==> src/rtl/pipe_hazard_fwd_unit.sv <==
// pipe_hazard_fwd_unit
// Hazard detection and operand forwarding for the pipelined CPU, placed beside
// the ID stage. Destination registers of in-flight instructions are tracked in
// a private shadow shift register of FWD_DEPTH post-ID stages (1 = EXE ...
// FWD_DEPTH = WB), so no write-back info has to come back in through ports.
//
// Outputs:
//   fwda/fwdb : 0 = register file, k = result of tracked stage k
//   stall     : hold PC and IF/ID, inject a bubble into EXE
//   if_flush  : squash IF/ID on a taken branch that is not stalled
//   md_busy / md_done : multicycle mul/div scoreboard status
//
// Optional build macro PIPE_HZD_STATS_EN adds free-running 32-bit counters
// stall_cnt (cycles with stall) and fwd_cnt (cycles with any operand forwarded).
module pipe_hazard_fwd_unit #(
  parameter int NREG_BITS  = 5,
  parameter int FWD_DEPTH  = 3,
  parameter int LOAD_STAGE = 2,
  parameter int MD_LATENCY = 4,
  parameter int SELW       = 3
) (
  input  logic                 clk,
  input  logic                 clrn,
  input  logic [NREG_BITS-1:0] id_rs,
  input  logic [NREG_BITS-1:0] id_rt,
  input  logic                 id_use_rs,
  input  logic                 id_use_rt,
  input  logic                 id_wreg,
  input  logic [NREG_BITS-1:0] id_rn,
  input  logic                 id_m2reg,
  input  logic                 id_md,
  input  logic                 id_branch_taken,
  output logic                 stall,
  output logic                 if_flush,
  output logic [SELW-1:0]      fwda,
  output logic [SELW-1:0]      fwdb,
  output logic                 md_busy,
  output logic                 md_done
`ifdef PIPE_HZD_STATS_EN
  ,
  output logic [31:0]          stall_cnt,
  output logic [31:0]          fwd_cnt
`endif
);

  // Shadow pipeline: valid, destination register and load flag per stage.
  logic [FWD_DEPTH:1]   v_q;
  logic [FWD_DEPTH:1]   ld_q;
  logic [NREG_BITS-1:0] rn_q [1:FWD_DEPTH];

  // Mul/div scoreboard: remaining busy cycles and the pending destination.
  logic [3:0]           md_cnt_q;
  logic [3:0]           md_cnt_d;
  logic [NREG_BITS-1:0] md_rn_q;
  logic [NREG_BITS-1:0] md_rn_d;

  logic [SELW-1:0]      sel_a;
  logic [SELW-1:0]      sel_b;
  logic                 ldhz_a;
  logic                 ldhz_b;
  logic                 ld_stall;
  logic                 md_stall;
  logic                 md_start;
  logic                 md_reads;
  logic                 md_waw;

  // Youngest matching stage per operand; a too-young load becomes a hazard.
  // Scanning oldest-to-youngest lets the lowest stage index overwrite.
  always_comb begin
    sel_a  = '0;
    sel_b  = '0;
    ldhz_a = 1'b0;
    ldhz_b = 1'b0;
    for (int k = FWD_DEPTH; k >= 1; k--) begin
      if (v_q[k] && id_use_rs && (id_rs != '0) && (rn_q[k] == id_rs)) begin
        sel_a  = SELW'(k);
        ldhz_a = ld_q[k] && (k < LOAD_STAGE);
      end
      if (v_q[k] && id_use_rt && (id_rt != '0) && (rn_q[k] == id_rt)) begin
        sel_b  = SELW'(k);
        ldhz_b = ld_q[k] && (k < LOAD_STAGE);
      end
    end
  end

  // A load-use hazard on an operand suppresses that operand's forward select;
  // the instruction is held in ID and re-evaluated next cycle anyway.
  assign fwda = ldhz_a ? '0 : sel_a;
  assign fwdb = ldhz_b ? '0 : sel_b;

  assign ld_stall = ldhz_a | ldhz_b;

  // While a mul/div is pending, block a second mul/div, readers of its
  // destination (register 0 is never a real dependency) and writers that
  // would be overtaken by the late mul/div write-back.
  assign md_busy  = (md_cnt_q != 4'd0);
  assign md_reads = (md_rn_q != '0) &&
                    ((id_use_rs && (id_rs == md_rn_q)) ||
                     (id_use_rt && (id_rt == md_rn_q)));
  assign md_waw   = id_wreg && (id_rn == md_rn_q);
  assign md_stall = md_busy && (id_md || md_reads || md_waw);

  assign stall    = ld_stall | md_stall;
  assign if_flush = id_branch_taken & ~stall;

  // The result is written in the last busy cycle; a reset in that cycle
  // abandons the operation, so the pulse is suppressed.
  assign md_done  = clrn && (md_cnt_q == 4'd1);

  assign md_start = id_md & ~stall & ~md_busy;

  // Scoreboard next state: load on start, otherwise count down to idle.
  always_comb begin
    md_cnt_d = md_cnt_q;
    md_rn_d  = md_rn_q;
    if (md_start) begin
      md_cnt_d = 4'(MD_LATENCY);
      md_rn_d  = id_rn;
    end else if (md_busy) begin
      md_cnt_d = md_cnt_q - 4'd1;
    end
  end

  // Control state: stage valids shift every cycle, stall injects a bubble.
  // A mul/div is tracked by the scoreboard, not by the shadow pipeline.
  always_ff @(posedge clk) begin
    if (!clrn) begin
      v_q      <= '0;
      md_cnt_q <= 4'd0;
      md_rn_q  <= '0;
    end else begin
      v_q[1] <= id_wreg & ~id_md & ~stall;
      for (int k = 2; k <= FWD_DEPTH; k++) begin
        v_q[k] <= v_q[k-1];
      end
      md_cnt_q <= md_cnt_d;
      md_rn_q  <= md_rn_d;
    end
  end

  // Tag payload shifts alongside the valids; it is only consulted when valid.
  always_ff @(posedge clk) begin
    rn_q[1] <= id_rn;
    ld_q[1] <= id_m2reg;
    for (int k = 2; k <= FWD_DEPTH; k++) begin
      rn_q[k] <= rn_q[k-1];
      ld_q[k] <= ld_q[k-1];
    end
  end

`ifdef PIPE_HZD_STATS_EN
  // Event counters for stall cycles and cycles with any active forward.
  always_ff @(posedge clk) begin
    if (!clrn) begin
      stall_cnt <= 32'd0;
      fwd_cnt   <= 32'd0;
    end else begin
      if (stall) begin
        stall_cnt <= stall_cnt + 32'd1;
      end
      if ((fwda != '0) || (fwdb != '0)) begin
        fwd_cnt <= fwd_cnt + 32'd1;
      end
    end
  end
`endif

endmodule

==> config.mk <==
export PLATFORM = sky130hd
export DESIGN_NAME = pipe_hazard_fwd_unit
export DESIGN_NICKNAME = d
export VERILOG_FILES = /design/src/rtl/pipe_hazard_fwd_unit.sv
export SDC_FILE = /design/constraint.sdc
export NUM_CORES = 1
export LEC_CHECK = 0
export CORE_ASPECT_RATIO = 1.25
export CORE_MARGIN = 2
export CORE_UTILIZATION = 56
export CTS_CLUSTER_SIZE = 28
export DETAILED_ROUTE_END_ITERATION = 6
export PLACE_DENSITY_LB_ADDON = 0.08
export SYNTH_ARGS = -nofsm -noshare
export SYNTH_HDL_FRONTEND = slang
export SYNTH_SLANG_ARGS = --single-unit
==> constraint.sdc <==
create_clock -name clk -period 4.3 [get_ports clk]
set_input_delay 0.43 -clock clk [delete_from_list [all_inputs] [get_ports clk]]
set_output_delay 0.43 -clock clk [all_outputs]
set_load 0.03 [all_outputs]
==> impl_summary.log <==
[metrics] die footprint: 0.00370 mm²
[metrics] CTS tree: done
[metrics] worst path cell trace: clkdlybuf4s50_1 -> or4_4 -> o21ai_4 -> nand4b_4 -> a21boi_4 -> nor3b_1 -> clkdlybuf4s50_1
[metrics] leakage power summed over all cells: 0.864 nW
[metrics] Worst VDD drop: 0.290 mV
[metrics] total vias in the final route: 1504
[metrics] number of distinct standard cells referenced by the synthesized netlist: 41
[metrics] Max FO, Critical Path: 9
[metrics] CTS clk-pin slew, worst paths: 100 ps
[metrics] top cell types by occurrence after synthesis: 29 x sky130_fd_sc_hd__xor2_1, 28 x sky130_fd_sc_hd__dfxtp_1, 17 x sky130_fd_sc_hd__xnor2_1
[metrics] final design area excluding fillers: 0.00211 mm²
[metrics] final-report setup violation count: 0
[metrics] share of layout cells above drive strength 1: 8.49%
[metrics] Ys Warns: 0
[metrics] combined area of the multi-input logic cells: 0.00113 mm²
[metrics] most instantiated flip-flop cell in the synthesis netlist: sky130_fd_sc_hd__dfxtp_1
[metrics] RSZ-0062 raised after global routing: false
[metrics] placeable core region: 0.00314 mm²
[metrics] Die Ht: 67.6 µm
[metrics] critical path's slowest cell: sky130_fd_sc_hd__clkdlybuf4s50_1
[metrics] sum of routed wire length over all layers: 4.26 mm
[metrics] total iterations of the first detailed-routing run: 4
[metrics] cell seen most often among critical-path stages: sky130_fd_sc_hd__clkdlybuf4s50_1
[metrics] first-pass GRT wire length: 6.84 mm
[metrics] layout overhead on the synthesized area: 16.7%
[metrics] Post-CTS Setup Inserts: 0
[metrics] result of the run: completed
[metrics] global route overflow: 0
[metrics] sequential fraction of the synthesis area: 31.0%
[metrics] Wirelength per Cell: 17.1 µm
[metrics] number of filler cells placed in the layout: 280
[metrics] startpoint kind of the worst setup timing path: primary input
[metrics] Hold WC Path Type: flip-flop to flip-flop
[metrics] weighted congestion reported at the end of routability-driven placement: 0.898
[metrics] share of the synthesized area in compound gates (AO/OA/AOI/OAI): 12.1%
[metrics] number of antenna repair diodes: 0
[metrics] count of flip-flops with a built-in enable after synthesis: 0
[metrics] number of buffers inserted by hold repair at cts: 0
[metrics] H-tree Lvls: 1
[metrics] WP buf/inv: 2
[metrics] post-synthesis sequential element count: 28
[metrics] leading cell type by number of instances after synthesis: sky130_fd_sc_hd__xor2_1
[metrics] post-layout min period: 3430 ps
[metrics] transition time at the pin with the least slew margin: 642 ps
[metrics] utilization of the core after routing: 67.3%
[metrics] adder-cell area share of the yosys netlist: 2.07%
[metrics] initial DRC count: 34
[metrics] maximum clock insertion buffer count: 2
[metrics] sequential cell area in the final layout: 561 µm²
[metrics] final hold violations: 0
[metrics] headroom to the max-slew limit: 57.1%
[metrics] peak per-stage delay on the critical path: 700 ps
[metrics] number of nets in the layout: 239
[metrics] Fin Clk Skew: 4.27 ps
[metrics] fin. max-slew vios: 0
[metrics] antenna viol nets, final: 0
[metrics] post-layout power: 0.872 mW
[metrics] share of flip-flops with an asynchronous set or reset: 0%
[metrics] Synth Area in XOR/XNOR: 22.3%
[metrics] data required time of the worst path: 3870 ps
[metrics] Post-Syn Area: 0.00181 mm²
[metrics] via count of the first global-routing pass: 1445
[metrics] starting utilization of the core area: 57.7%
[metrics] total negative slack for setup checks: 0 ps
[metrics] DIE WIDTH: 54.8 µm
[metrics] initial antenna violation count: 0
[metrics] port bufs: 30
[metrics] CTS Buf Count: 3
[metrics] CTS sink count: 28
[metrics] Cell Area, Placed: 0.00206 mm²
[metrics] largest net degree at the start of global routing: 30
[metrics] total routing usage reported by global routing: 25.9%
[metrics] DRC violations left: 0
[metrics] leading post-synthesis cells by cell area: sky130_fd_sc_hd__dfxtp_1 31%, sky130_fd_sc_hd__xor2_1 14%, sky130_fd_sc_hd__xnor2_1 8.2%, sky130_fd_sc_hd__nand3_1 3.9%, sky130_fd_sc_hd__and4b_1 3.3%
[metrics] count of boundary I/O pins: 33
[metrics] Post-CTS Resized: 0
[metrics] Crit Path Class: primary input to output port
[metrics] cell count after synthesis: 198
[metrics] insertion delay to the later sink of the worst-skew pair: 270 ps
[metrics] ratio of total power to cell area: 413 mW/mm²
[metrics] Post-Synth Simple-Gate Area: 25.7%
[metrics] highest attainable clock frequency: 291 MHz
[metrics] dominant combinational cell family by area after synthesis: simple AND/OR/NAND/NOR gates
[metrics] mean post-synth cell area: 9.14 µm²
[metrics] largest delay contributor family on the critical path: buffers and inverters
[metrics] Core Rows: 23
[metrics] cell accounting for the most synthesized area: sky130_fd_sc_hd__dfxtp_1
[metrics] Worst EP arrival: 3000 ps
[metrics] Max Cap Viol: 0
[metrics] multiplexer fraction of the synthesized cell area: 0%
[metrics] Root Buffer Master: sky130_fd_sc_hd__clkbuf_8
[metrics] share of the synthesized area in the top cell type: 31.0%
[metrics] Detail Placement HPWL: 3.35 mm
[metrics] Critical Path End Type: output port
[metrics] mean number of vias per cell: 6.04
[metrics] share of the clock period used by the worst path after layout: 79.8%
[metrics by stage]
step           cells  setup slack, ps  hold slack, ps
2_1_floorplan    199             1570             373
3_3_place_gp     245              938             378
3_5_place_dp     245              871             385
4_1_cts          249              867             398
5_1_grt          249              771             409
6_report         249              869             399
[report_power, final]
part           internal (mW)  leakage (nW)  switching, mW
clock                 0.0820        0.0288         0.0811
combinational          0.159         0.602          0.192
sequential             0.300         0.234         0.0582
total                  0.540         0.864          0.332
[worst register-to-register path, stage by stage (launching register included)]
cell	delay, ps
sky130_fd_sc_hd__dfxtp_1	340
sky130_fd_sc_hd__inv_1	100
sky130_fd_sc_hd__ha_1	170
sky130_fd_sc_hd__nor3b_1	550
sky130_fd_sc_hd__and2_1	470
sky130_fd_sc_hd__and3_1	220
sky130_fd_sc_hd__nand3_1	120
sky130_fd_sc_hd__o211ai_1	120
[cell usage in the layout (no fill, tap or decap), drive strengths merged, types with 6 or more instances in the layout]
cell type      instances
clkdlybuf4s50         30
nand2                  8
and3                   6
and4b                  7
nand3                 14
xnor2                 17
a31oi                  6
o21ai                  7
nor4                   8
dfxtp                 28
xor2                  29
o211ai                 8
[sequential cells by signal, summed over array words and instances, names as in the netlist]
name and flops:
md_rn_q 5, md_cnt_q 4, rn_q 15, v_q 3
ld_q 1
[final cells by class]
class | count | area share, %
clock buffers | 4 | 2.61
inverters | 3 | 0.533
multi-input cells | 146 | 53.6
flip-flops and latches | 28 | 26.5
well taps | 37 | 2.19
repair buffers | 31 | 14.6
[per-layer routing]
layer	share of wire (%)	up-vias	wire length [µm]	track usage [%]
li1	-	718	-	-
met1	41	716	1760	30.4
met2	50	52	2150	44.6
met3	3.7	18	158	2.43
met4	4.7	0	201	14.4
met5	0	-	0	0
[final timing paths]
path / start / end / slack, ps / cells after the start
hold reg to reg: rn_q[0][5]$_DFF_P_ / rn_q[0][10]$_DFF_P_ / 400 / 0
setup reg to reg: md_cnt_q[0]$_SDFFE_PP0P_ / md_rn_q[1]$_SDFFE_PN0P_ / 2150 / 7
hold / removal: rn_q[0][5]$_DFF_P_ / rn_q[0][10]$_DFF_P_ / 400 / 0
setup / recovery: id_rs[1] / if_flush / 870 / 7
[cells by family after synthesis]
family / Yosys count
flops: 28
buf+inv: 25
fa+ha+maj: 3
compound gates: 29
other cells: 1
simple gates: 66
xor+xnor: 46
Note: power is estimated with default switching activity, not from simulation.
